**src/rtl/conv_encoder_k7_if.sv**
```systemverilog
// conv_encoder_k7_if
//   Byte-stream handshake into the K=7 convolutional encoder.
//   Din        : input word, serialised MSB first by the encoder
//   Din_Valid  : Din is valid
//   Din_Last   : Din is the last byte of a frame
//   Din_Ready  : encoder holding register is empty; transfer on Valid & Ready
//   master = byte source, slave = encoder
interface conv_encoder_k7_if #(
   parameter int unsigned DATA_W = 8
);
   logic [DATA_W-1:0] Din;
   logic              Din_Valid;
   logic              Din_Last;
   logic              Din_Ready;

   modport master (
      output Din,
      output Din_Valid,
      output Din_Last,
      input  Din_Ready
   );

   modport slave (
      input  Din,
      input  Din_Valid,
      input  Din_Last,
      output Din_Ready
   );
endinterface

```
**src/rtl/conv_encoder_k7.sv**
```systemverilog
// conv_encoder_k7
//   Rate-1/2, K=7 (171/133 octal) convolutional encoder for the TTC downlink.
//   Bytes arrive over din_if, are serialised MSB first at one bit per Bit_En
//   strobe, and each bit produces a registered G1/G2 symbol pair. G2 is
//   emitted uninverted; the downstream mux applies the inversion.
// Ports
//   Clk                          system clock
//   Rst                          asynchronous reset, active low
//   Bit_En                       one-Clk strobe per encoded bit-pair period
//   din_if                       byte stream (Din, Din_Valid, Din_Last, Din_Ready)
//   Convolutional_Encoder_out_0  G1 symbol
//   Convolutional_Encoder_out_1  G2 symbol
//   Enc_Valid                    symbols are meaningful for the current bit period
//   Underrun                     1-Clk pulse when data ran out mid-frame
//   Busy                         FSM not idle
// Build option
//   CONV_TAIL_FLUSH_EN : append 6 zero tail bits after each Last byte so the
//                        encoder state is zero at every frame start. Without
//                        it the state carries across frames.
module conv_encoder_k7 #(
   parameter logic [6:0]  G1_POLY = 7'o171,
   parameter logic [6:0]  G2_POLY = 7'o133,
   parameter int unsigned DATA_W  = 8
) (
   input  logic               Clk,
   input  logic               Rst,
   input  logic               Bit_En,
   conv_encoder_k7_if.slave   din_if,
   output logic               Convolutional_Encoder_out_0,
   output logic               Convolutional_Encoder_out_1,
   output logic               Enc_Valid,
   output logic               Underrun,
   output logic               Busy
);

   localparam int unsigned TAIL_LEN = 6;
   localparam int unsigned CNT_MAX  = (DATA_W > TAIL_LEN) ? DATA_W : TAIL_LEN;
   localparam int unsigned CNT_W    = $clog2(CNT_MAX + 1);

`ifdef CONV_TAIL_FLUSH_EN
   typedef enum logic [1:0] {IDLE, SHIFT, TAIL} state_t;
`else
   typedef enum logic [1:0] {IDLE, SHIFT} state_t;
`endif

   state_t            state;
   logic              hold_full;
   logic              hold_last;
   logic [DATA_W-1:0] hold_data;
   logic [DATA_W-1:0] shifter;
   logic              shift_last;
   logic [CNT_W-1:0]  cnt;
   logic [5:0]        sr;
   logic              out0;
   logic              out1;
   logic              enc_valid;
   logic              underrun;

   logic              b;
   logic [6:0]        w;
   logic              last_bit;
   logic              take;
   logic              load;

   always_comb begin
      b        = 1'b0;
      if (state == SHIFT)
         b = shifter[DATA_W-1];
      w        = {b, sr};
      last_bit = (cnt == CNT_W'(1));
      take     = din_if.Din_Valid & ~hold_full;
      // Hold -> shifter: immediately from IDLE, or back-to-back on the last
      // bit of a non-Last byte so the symbol stream has no gap.
      load     = hold_full & ((state == IDLE) |
                              ((state == SHIFT) & Bit_En & last_bit & ~shift_last));
   end

   always_ff @(posedge Clk or negedge Rst) begin
      if (!Rst) begin
         state      <= IDLE;
         hold_full  <= 1'b0;
         hold_last  <= 1'b0;
         hold_data  <= '0;
         shifter    <= '0;
         shift_last <= 1'b0;
         cnt        <= '0;
         sr         <= '0;
         out0       <= 1'b0;
         out1       <= 1'b0;
         enc_valid  <= 1'b0;
         underrun   <= 1'b0;
      end else begin
         underrun <= 1'b0;

         if (load)
            hold_full <= 1'b0;
         if (take) begin
            hold_full <= 1'b1;
            hold_data <= din_if.Din;
            hold_last <= din_if.Din_Last;
         end

         case (state)
            IDLE: begin
               // First strobe after a run closes it out.
               if (Bit_En && enc_valid) begin
                  enc_valid <= 1'b0;
                  out0      <= 1'b0;
                  out1      <= 1'b0;
               end
               if (hold_full)
                  state <= SHIFT;
            end

            SHIFT: begin
               if (Bit_En) begin
                  out0      <= ^(w & G1_POLY);
                  out1      <= ^(w & G2_POLY);
                  enc_valid <= 1'b1;
                  sr        <= {b, sr[5:1]};
                  shifter   <= {shifter[DATA_W-2:0], 1'b0};
                  cnt       <= cnt - CNT_W'(1);
                  if (last_bit) begin
                     if (!shift_last) begin
                        if (!hold_full) begin
                           underrun <= 1'b1;
                           state    <= IDLE;
                        end
                     end else begin
`ifdef CONV_TAIL_FLUSH_EN
                        state <= TAIL;
                        cnt   <= CNT_W'(TAIL_LEN);
`else
                        state <= IDLE;
`endif
                     end
                  end
               end
            end

`ifdef CONV_TAIL_FLUSH_EN
            TAIL: begin
               if (Bit_En) begin
                  out0      <= ^(w & G1_POLY);
                  out1      <= ^(w & G2_POLY);
                  enc_valid <= 1'b1;
                  sr        <= {1'b0, sr[5:1]};
                  cnt       <= cnt - CNT_W'(1);
                  if (last_bit) begin
                     state <= IDLE;
                     sr    <= '0;
                  end
               end
            end
`endif

            default: state <= IDLE;
         endcase

         // Placed after the case so a reload overrides the shift/decrement
         // of the final bit of the previous byte.
         if (load) begin
            shifter    <= hold_data;
            shift_last <= hold_last;
            cnt        <= CNT_W'(DATA_W);
         end
      end
   end

   assign din_if.Din_Ready            = ~hold_full;
   assign Convolutional_Encoder_out_0 = out0;
   assign Convolutional_Encoder_out_1 = out1;
   assign Enc_Valid                   = enc_valid;
   assign Underrun                    = underrun;
   assign Busy                        = (state != IDLE);

endmodule

```
**src/flat_wrapper.sv**
```systemverilog
// flat-port wrapper written by rule: the top's interface ports become plain ports
module conv_encoder_k7_flat 
#(
   parameter logic [6:0]  G1_POLY = 7'o171,
   parameter logic [6:0]  G2_POLY = 7'o133,
   parameter int unsigned DATA_W  = 8
)
  (Clk, Rst, Bit_En, Convolutional_Encoder_out_0, Convolutional_Encoder_out_1, Enc_Valid, Underrun, Busy, din_if_Din, din_if_Din_Valid, din_if_Din_Last, din_if_Din_Ready);
  conv_encoder_k7_if #(.DATA_W(DATA_W)) din_if_i ();
  input  logic Clk;
  input  logic Rst;
  input  logic Bit_En;
  output logic Convolutional_Encoder_out_0;
  output logic Convolutional_Encoder_out_1;
  output logic Enc_Valid;
  output logic Underrun;
  output logic Busy;
  input wire logic [$bits(din_if_i.Din)-1:0] din_if_Din;
  input wire logic [$bits(din_if_i.Din_Valid)-1:0] din_if_Din_Valid;
  input wire logic [$bits(din_if_i.Din_Last)-1:0] din_if_Din_Last;
  output wire logic [$bits(din_if_i.Din_Ready)-1:0] din_if_Din_Ready;
  assign din_if_i.Din = din_if_Din;
  assign din_if_i.Din_Valid = din_if_Din_Valid;
  assign din_if_i.Din_Last = din_if_Din_Last;
  assign din_if_Din_Ready = din_if_i.Din_Ready;
  conv_encoder_k7 #(.G1_POLY(G1_POLY), .G2_POLY(G2_POLY), .DATA_W(DATA_W)) u_core (.Clk(Clk), .Rst(Rst), .Bit_En(Bit_En), .din_if(din_if_i), .Convolutional_Encoder_out_0(Convolutional_Encoder_out_0), .Convolutional_Encoder_out_1(Convolutional_Encoder_out_1), .Enc_Valid(Enc_Valid), .Underrun(Underrun), .Busy(Busy));
endmodule
```
**config.mk**
```make
export PLATFORM = sky130hd
export DESIGN_NAME = conv_encoder_k7_flat
export DESIGN_NICKNAME = d
export VERILOG_FILES = /design/src/rtl/conv_encoder_k7_if.sv /design/src/rtl/conv_encoder_k7.sv /design/src/flat_wrapper.sv
export SDC_FILE = /design/constraint.sdc
export NUM_CORES = 1
export LEC_CHECK = 0
export CORE_MARGIN = 2
export CORE_UTILIZATION = 49
export CTS_CLUSTER_SIZE = 40
export DETAILED_ROUTE_END_ITERATION = 12
export GPL_TIMING_DRIVEN = 0
export PLACE_DENSITY = 0.72
export RECOVER_POWER = 50
export SLEW_MARGIN = 10
export SYNTH_ARGS = -nofsm -noshare
export SYNTH_HDL_FRONTEND = slang
export SYNTH_SLANG_ARGS = --single-unit
```
**constraint.sdc**
```tcl
create_clock -name Clk -period 1.74 [get_ports Clk]
set_input_delay 0.261 -clock Clk [delete_from_list [all_inputs] [get_ports Clk]]
set_output_delay 0.261 -clock Clk [all_outputs]
set_load 0.005 [all_outputs]
```
; ---- Word level (Yosys, flattened, before mapping)
; Cells that the tools add are included.
[totals]
register_bits = 35
word_cells = 68
out_inout_bits = 6
in_bits = 13
[op_classes]
bitwise = 8
n_reduce_logical = 13
n_mux = 27
eq_ne = 7
add_sub_neg = 1
[ops]
columns = op, count
row1 = two-way mux 8 bit, 3
row2 = XOR reduction 7 bit, 2
row3 = two-way mux 1 bit, 12
row4 = two-way mux 4 bit, 3
row5 = two-way mux 2 bit, 5
row6 = nonzero test 2 bit, 5
row7 = one-hot mux 1 bit (2 select lines), 3
row8 = bitwise AND 1 bit, 5
row9 = "equality test 4 x 1 -> 1 bit, second input constant", 1
row10 = "!= test 2 x 1 -> 1 bit, second input constant", 2
row11 = "!= test 2 bit, second input constant", 2
row12 = one-hot mux 2 bit (2 select lines), 1
row13 = AND reduction 2 bit, 2
row14 = AND reduction 4 bit, 1
row15 = "subtractor 4 x 1 -> 4 bit, second input constant", 1
row16 = "!= test 3 bit, second input constant", 1
row17 = AND reduction 3 bit, 1
row18 = "equality test 2 x 1 -> 1 bit, second input constant", 1
row19 = zero test 2 bit, 1
row20 = inverter 1 bit, 2
row21 = logical AND 1 bit, 1
row22 = OR 1 bit, 1

; ---- Longest topological paths before layout
; Gate-level depths: netlist (run 1).
[logic_depth]
ltp_word = 8
mapped_depth = 7
ltp_nobuf = 6

; ---- Worst setup path after synthesis (run 1)
; OpenSTA, ideal clock, no wires.
[synth_path]
kind = register -> register
startpoint = register u_core.cnt[0]
endpoint = register u_core.shifter[1]
n_path_buf = 1
setup_ns = 0.125
stages_incl_launch_ff = 7
t_arrival_ns = 1.498
setup_slack_ns = 0.117
t_required_ns = 1.615
synth_period_minus_slack_ns = 1.623
path_cell_list = dfrtp_1 > ha_1 > nor4b_2 > a21boi_1 > nand2b_4 > buf_6 > mux2_4
[synth_via]
elab_chain_len = 7
word_cells_on_any_way = 9
classes_between = eq/ne (1) / mux (1) / bitwise (4) / reduce/logical (3)
[synth_lines]
columns = element, line_no
row1 = "start, declared", conv_encoder_k7.sv:52  ; logic [CNT_W-1:0] cnt;
row2 = "start signal, assigned", conv_encoder_k7.sv:122  ; cnt <= cnt - CNT_W'(1);
row3 = "start signal, assigned", conv_encoder_k7.sv:165  ; cnt <= CNT_W'(DATA_W);
row4 = equality test 4 x 1 -> 1 bit *, conv_encoder_k7.sv:70  ; last_bit = (cnt == CNT_W'(1));
row5 = bitwise AND 1 bit * (2 in a row), conv_encoder_k7.sv:75  ; ((state == SHIFT) & Bit_En & last_bit & ~shift_last));
row6 = OR 1 bit *, conv_encoder_k7.sv:74  ; load = hold_full & ((state == IDLE) |
row7 = bitwise AND 1 bit *, conv_encoder_k7.sv:74
row8 = nonzero test 2 bit (no source line), n/a
row9 = AND reduction 2 bit (no source line), n/a
row10 = "end signal, assigned", conv_encoder_k7.sv:121  ; shifter <= {shifter[DATA_W-2:0], 1'b0};
row11 = "end signal, assigned", conv_encoder_k7.sv:163  ; shifter <= hold_data;
row12 = "end, declared", conv_encoder_k7.sv:50  ; logic [DATA_W-1:0] shifter;
; Mark *: on every way between the ends. The rest lies on a longest branch, timed or not.
; A chain may end at the register's enable or synchronous reset.

; ---- Worst setup path after layout (run 1)
[layout_path]
startpoint = register u_core.cnt[1]
endpoint = register u_core.shifter[3]
; The elaborated chain is that of the path after synthesis.

==> results of run 1 <==
## worst max-delay path: cells and delay by family (launching register included)
kind | cells | cell delay, ps
buffers and inverters | 1 | 90
AOI/OAI and AO/OA | 1 | 90
adders and majority gates | 1 | 130
and+or+nand+nor | 2 | 480
muxes | 1 | 330
DFF | 1 | 410
## repair_timing
| item | in CTS | in global routing |
|---|---|---|
| hold buffers | 1 | 0 |
| hold endpoints to repair | 9 | 0 |
| pin swaps | 0 | 1 |
| resized for setup | 1 | 7 |
| setup buffers | 3 | 2 |
| setup endpoints to repair | 7 | 8 |
## registers in the layout, indices dropped and copies added (netlist names)
name,count
u_core.hold_data,8
u_core.Convolutional_Encoder_out_1,1
u_core.Convolutional_Encoder_out_0,1
u_core.state,1
u_core.hold_full,1
u_core.shift_last,1
u_core.hold_last,1
u_core.Underrun,1
u_core.cnt,4
u_core.shifter,8
u_core.Enc_Valid,1
u_core.sr,6
## cells in the final DEF (no fill, tap or decap), types with 2 or more instances in the layout
master / n
clkbuf_4: 5
and2_1: 2
nor2_1: 2
mux2i_1: 2
o21ai_1: 2
a21o_1: 2
clkdlybuf4s50_1: 15
dfrtp_1: 34
a21oi_1: 2
clkbuf_1: 3
mux2_2: 20
inv_1: 4
xnor2_1: 5
nand2_1: 10
buf_2: 3
buf_4: 6
mux2_4: 7
o21ai_0: 4
## area by class of cell
type | count | area (µm²) | area share, %
Tap cell | 44 | 55.1 | 2.84
Clock inverter | 1 | 30.0 | 1.55
Timing Repair Buffer | 23 | 215 | 11.1
Buffer | 5 | 26.3 | 1.36
Clock buffer | 7 | 45.0 | 2.33
Sequential cell | 34 | 851 | 44.0
Multi-Input combinational cell | 75 | 694 | 35.9
Inverter | 5 | 18.8 | 0.970
## layer usage
| metal | vias up | GRT usage [%] | wire, µm |
|---|---|---|---|
| met3 | 8 | 6.40 | 106 |
| met2 | 21 | 28.9 | 1320 |
| met5 | - | 0 | 0 |
| met4 | 0 | 7.45 | 63 |
| met1 | 496 | 19.2 | 1120 |
| li1 | 470 | - | - |
## power by group through the flow
stage / Combinational [W] / Sequential [W] / Clock [W]
4_1_cts: 0.00117 / 0.00132 / 0.000572
6_report: 0.00119 / 0.00133 / 0.000555
5_1_grt: 0.00134 / 0.00136 / 0.000618
3_3_place_gp: 0.00106 / 0.00131 / 0
2_1_floorplan: 0.000863 / 0.00128 / 0
3_5_place_dp: 0.00109 / 0.00134 / 0
## worst max path at each step
stage / startpoint / endpoint / slack, ps / depth (start not counted)
floorplan: u_core.cnt[0] / u_core.shifter[1] / 120 / 6
global placement: Rst / u_core.hold_data[1] / -260 / 1
detailed placement: u_core.cnt[1] / u_core.shifter[3] / -100 / 7
CTS: u_core.hold_full / din_if_Din_Ready / 3 / 3
global route: u_core.cnt[1] / u_core.shifter[3] / 20 / 6
finish: u_core.cnt[1] / u_core.shifter[3] / 90 / 6
## logic make-up (layout without fill, tap and decap cells)
logic type      after synthesis  count (layout)  synth area share (%)
compound gates               14              14                  5.32
xor+xnor                      7               7                  4.77
fa+ha+maj                     2               2                  1.59
buf+inv                      11              41                  3.49
flops                        34              34                  54.0
mux                          30              30                  23.0
simple gates                 22              22                  7.86
## metrics by stage
stage / area [µm²] / util (%) / setup TNS (ps)
CTS: 1910 / 62.6 / 0
floorplan: 1580 / - / 0
finish: 1940 / 63.4 / 0
global placement: 1800 / 59.0 / -8970
detailed placement: 1800 / 58.8 / -620
global route: 1940 / 63.4 / 0
==> results.md, run 1 <==
* Distinct cells, synth at 31
* Clock tree sinks at 34
* Worst-path clk slew at about 110 ps
* Synthesized Nets at ~140
* First-pass GRT wire length at 4.41 mm
* Minimum clock period at 1650 ps
* Crit path largest cell delay at 410 ps
* Largest net degree at the start of global routing at 35
* Number of CTS-inserted buffers at 5
* Top cells by area, synth: dfrtp_1 (54%), mux2_2 (14%), mux2_4 (6.7%)
* Initial antenna violation count at 0
* Pwr Density at 1590 nW/µm²
* Post-DP HPWL at 1.76 mm
* Die width at 60.7 µm
* Gr usage total at 17.0%
* List of most frequent post-synthesis cells: dfrtp_1 (34), mux2_2 (20), nand2_1 (10), mux2_4 (7)
* Port Buf Inserts at 17
* Maximum VDD drop at between 0.6 and 0.7 mV
* GRT overflow at 0
* Clock power frac at roughly 18%
* DR iter-0 viols at 58
* Count leader, synth: dfrtp_1
* H-tree levels at 2
* Int Pwr at 0.00216 W
* Area leader, netlist: dfrtp_1
* CP max stage cell: dfrtp_1
* Setup violators final at 0
* Final setup margin at ~94 ps
* Crit-path max FO at 10
* Vias at 995
* Ys Warns at 0
* FP Rows at 20
* Fill cells at 268
* Comb power frac at 38.8%
* Max_cap viols at 0
* Top FF cell, synth: dfrtp_1
* Beginning of the worst register-to-register path: u_core.cnt[1]
* Outcome: finished clean
* Unrepaired setup endpoints after global routing: false
* PnR Total Power at ~0.003 W
* Fin crit share at 94.6%
* Register bit total from synthesis at 34
* Critical path class: reg -> reg
* Max-slew violations at 0
* WL final at 2.60 mm
* Sequential area share after synthesis at approximately 54%
* R2r endpoint: u_core.shifter[3]
* Static Leak at 0.938 nW
* Clk root buf: clkbuf_4
* TritonRoute pass-1 iters at 4
* Die height at 60.7 µm
* # IOs at 19
* Vias per cell at 5.13
* Reg2Reg Depth at 6
* Slew HR at a little under half
* DRC at 0
* Critical-path cell list: inv_2 -> ha_4 -> nor4b_4 -> a21boi_2 -> nand2b_4 -> mux2_4
* Diodes inserted at 0
* Hold Crit Class: in -> reg
* Initial Util at 51.6%
* Clock tree buffer depth at 2
* Startpoint types: register
* Layout cells sized above 1 at 32.7%
* Die area at 3680 µm²
* CTS tree: done
* Worst slew pin tran at around 810 ps
* Clk_lat worst skew at 330 ps
* Clock Skew at about 11 ps
* Sw frac at 29.7%
* Sequential share of power at 43.1%
* WHS Path Cells at 2
* Asr flop ratio synth at 100%
* Req. time, crit path at 1960 ps
* Fmax at 607 MHz
* Hold Vio Cnt, Final at 0
* Synth top area share at about 54%
* Mapped Area at 1580 µm²
* Mean Syn Cell Area at 13.1 µm²
* Critical Path End Type: register
* Cells after Synth at 120
* CP arrival at around 1900 ps
* Worst Hold End: u_core.Enc_Valid
* Fin cells at 194
* Hold Slack at about 270 ps
* Core area at about 3000 µm²
* Area growth syn-to-layout at 22.9%
* Avg WL per Cell at 13.4 µm
* Reg2Reg Setup Slack at 90 ps
* GP Congestion at 0.750
* Worst slack, placed at -98.8 ps
* Vias in the first global route at 986
* Min-delay src: Bit_En
* Placed cells at around 180
* Post-synth EDFFs at 0
* Detail Route Antenna Nets at 0
* # nets final at 164
* Sw power at 0.000913 W
No activity file was read; power rests on OpenSTA's default activity.
==> inputs of run 2 (changes only) <==
--- a/config.mk
+++ b/config.mk
@@ -5,7 +5,7 @@
 export SDC_FILE = /design/constraint.sdc
 export NUM_CORES = 1
 export LEC_CHECK = 0
-export CORE_MARGIN = 2
+export CORE_MARGIN = 10
 export CORE_UTILIZATION = 49
 export CTS_CLUSTER_SIZE = 40
 export DETAILED_ROUTE_END_ITERATION = 12
==> constraint.sdc (replaced) <==
create_clock -name Clk -period 1.3 [get_ports Clk]
set_input_delay 0.195 -clock Clk [delete_from_list [all_inputs] [get_ports Clk]]
set_output_delay 0.195 -clock Clk [all_outputs]
set_load 0.005 [all_outputs]
==> run 2 against run 1 <==
  * The run now ends with setup timing left
  * Non-clock buffer count rose by 7
  * Sequential share of layout area fell by 3.8 points
  * Global-route usage fell by 6.7 points
  * Sequential power rose by 34%
  * Register-to-register slack got worse by 400 ps
  * Hold slack got worse by 50 ps
  * Final cell count rose by 3.6%
  * Critical path type unchanged
  * Critical endpoint is now u_core.shifter[2]
==> results.md, run 2 (synthesis results as in run 1) <==
* Worst-path clk slew at 110 ps
* Final core utilization at 68.9%
* H-tree levels at 2
* Avg WL per Cell at 14.9 µm
* Largest registers: u_core.hold_data: 8 flops, u_core.shifter: 8 flops, u_core.sr: 6 flops
* Most frequent cells in the layout: dfrtp_1 (33), mux2_2 (14), mux2_4 (13), buf_4 (11)
* Vias at 999
* Worst slew pin tran at 825 ps
* Area growth syn-to-layout at 34.6%
* Outcome: finished, violations left
* Die height at 76.7 µm
* Hold Crit Class: in -> reg
* Final setup margin at -302 ps
* Startpoint types: register
* GRT overflow at 0
* FP Rows at 20
* Pwr Density at 2200 nW/µm²
* Max-slew violations at 0
* Levels on crit path at 5
* CP arrival at between 1500 and 2000 ps
* Critical-path cell list: ha_4 -> nor4b_4 -> a21boi_2 -> nand2b_4 -> mux2_4
* Critical Path End Type: register
* Diodes inserted at 0
* Initial Util at 51.2%
* R2r endpoint: u_core.shifter[2]
* Post-DP HPWL at 1.87 mm
* Hold Slack at 224 ps
* Port Buf Inserts at 17
* CTS tree: done
* Clock Skew at 9.76 ps
* First-pass GRT wire length at between 4 and 5 mm
* # nets final at 171
* Clock tree buffer depth at 2
* Crit-path max FO at 8
* Gr usage total at 10.3%
* DR iter-0 viols at 40
* Clock tree sinks at 34
* Core area at approximately 3100 µm²
* Reg2Reg Depth at 5
* CP max stage cell: dfrtp_2
* Hold Vio Cnt, Final at 0
* Initial antenna violation count at 0
* TritonRoute pass-1 iters at 3
* Maximum VDD drop at 1.45 mV
* Fmax at 624 MHz
* Slew HR at 45.0%
* Clk root buf: clkbuf_4
* Layout cells sized above 1 at 44.6%
* DRC at 0
* Setup violators final at 16
* Max_cap viols at 0
* Fin Setup TNS at -3020 ps
* Reg2Reg Setup Slack at -300 ps
* Detail Route Antenna Nets at 0
* Clk_lat worst skew at between 300 and 400 ps
* Number of CTS-inserted buffers at 5
* Fin crit share at 123%
* GP Congestion at 0.714
* Worst setup path endpoint: u_core.shifter[2]
* Beginning of the worst register-to-register path: u_core.cnt[0]
* Minimum clock period at 1600 ps
* Violated checks: setup timing
* Req. time, crit path at around 1500 ps
* Unrepaired setup endpoints after global routing: true
* WL final at 3.00 mm
* Die area at 5880 µm²
* Crit path largest cell delay at approximately 450 ps
* CP bufs+invs at 0
* Delay-heaviest family, CP: flip-flops
* Largest net degree at the start of global routing at 35
* Vias per cell at 4.97
* Crit. Startpoint: u_core.cnt[0]
* # IOs at 19
* Most common cell after layout, fill and taps aside: dfrtp_1
* Critical path class: reg -> reg
* Static Leak at 1.02 nW
* Fill cells at 230
* Die width at 76.7 µm
* Vias in the first global route at 1125
==> run 2: cell count changes in the layout (fill, tap and decap cells not counted), sizes merged <==
cell	delta
clkdlybuf4s50	-5
bufinv	+1
dlymetal6s2s	-1
clkbuf	-1
buf	+9
dlygate4sd2	+4
==> run 2: area by class of cell <==
| type | instances | area, µm² | area share, % |
|---|---|---|---|
| Clock inverter | 2 | 60.1 | 2.83 |
| Clock buffer | 6 | 51.3 | 2.42 |
| Tap cell | 44 | 55.1 | 2.60 |
| Sequential cell | 34 | 852 | 40.2 |
| Buffer | 5 | 58.8 | 2.77 |
| Inverter | 5 | 18.8 | 0.885 |
| Timing Repair Buffer | 30 | 254 | 12.0 |
| Multi-Input combinational cell | 75 | 771 | 36.3 |
==> run 2: worst min path at each step <==
stage | startpoint | end | cells past startpoint
3_5_place_dp | Rst | u_core.sr[2] | 1
6_report | Bit_En | u_core.Enc_Valid | 2
4_1_cts | Bit_En | u_core.Enc_Valid | 2
3_3_place_gp | u_core.Convolutional_Encoder_out_1 | u_core.Convolutional_Encoder_out_1 | 2
2_1_floorplan | Rst | u_core.Convolutional_Encoder_out_0 | 0
5_1_grt | Bit_En | u_core.Enc_Valid | 2
==> run 2: through the flow <==
stage / instances / instance area, µm² / total power (W) / setup WS, ps
after global routing: 201 / 2120 / 0.00497 / -364
after CTS: 197 / 2010 / 0.00447 / -275
final: 201 / 2120 / 0.00467 / -302
after floorplan: 120 / 1610 / 0.00293 / -262
after global placement: 181 / 1840 / 0.00325 / -637
after detailed placement: 181 / 1830 / 0.00332 / -408
==> run 2: where the power goes <==
part           switching, W  internal, W  total [W]
combinational      0.000696      0.00117    0.00186
clock              0.000371     0.000651    0.00102
sequential         0.000292      0.00149    0.00178
total               0.00136      0.00331    0.00467
==> run 2: worst reg2reg max path, stage by stage, from the launching register on <==
cell and delay [ps]:
dfrtp_2 450, ha_4 170, nor4b_4 130, a21boi_2 180
nand2b_4 250, mux2_4 310
==> run 2: what timing repair did <==
action | CTS | global route
hold endpoints to repair | 34 | 0
setup endpoints to repair | 30 | 30
pin swaps | 3 | 8
resized for setup | 17 | 21
hold buffers | 1 | 0
setup buffers | 8 | 6
==> run 2: routing by layer <==
layer	global-route usage, %	vias to the layer above	routed length, µm
met1	10.8	481	1360
met5	0	-	0
met2	16.3	23	1390
met4	7.25	0	101
li1	-	483	-
met3	4.43	12	141
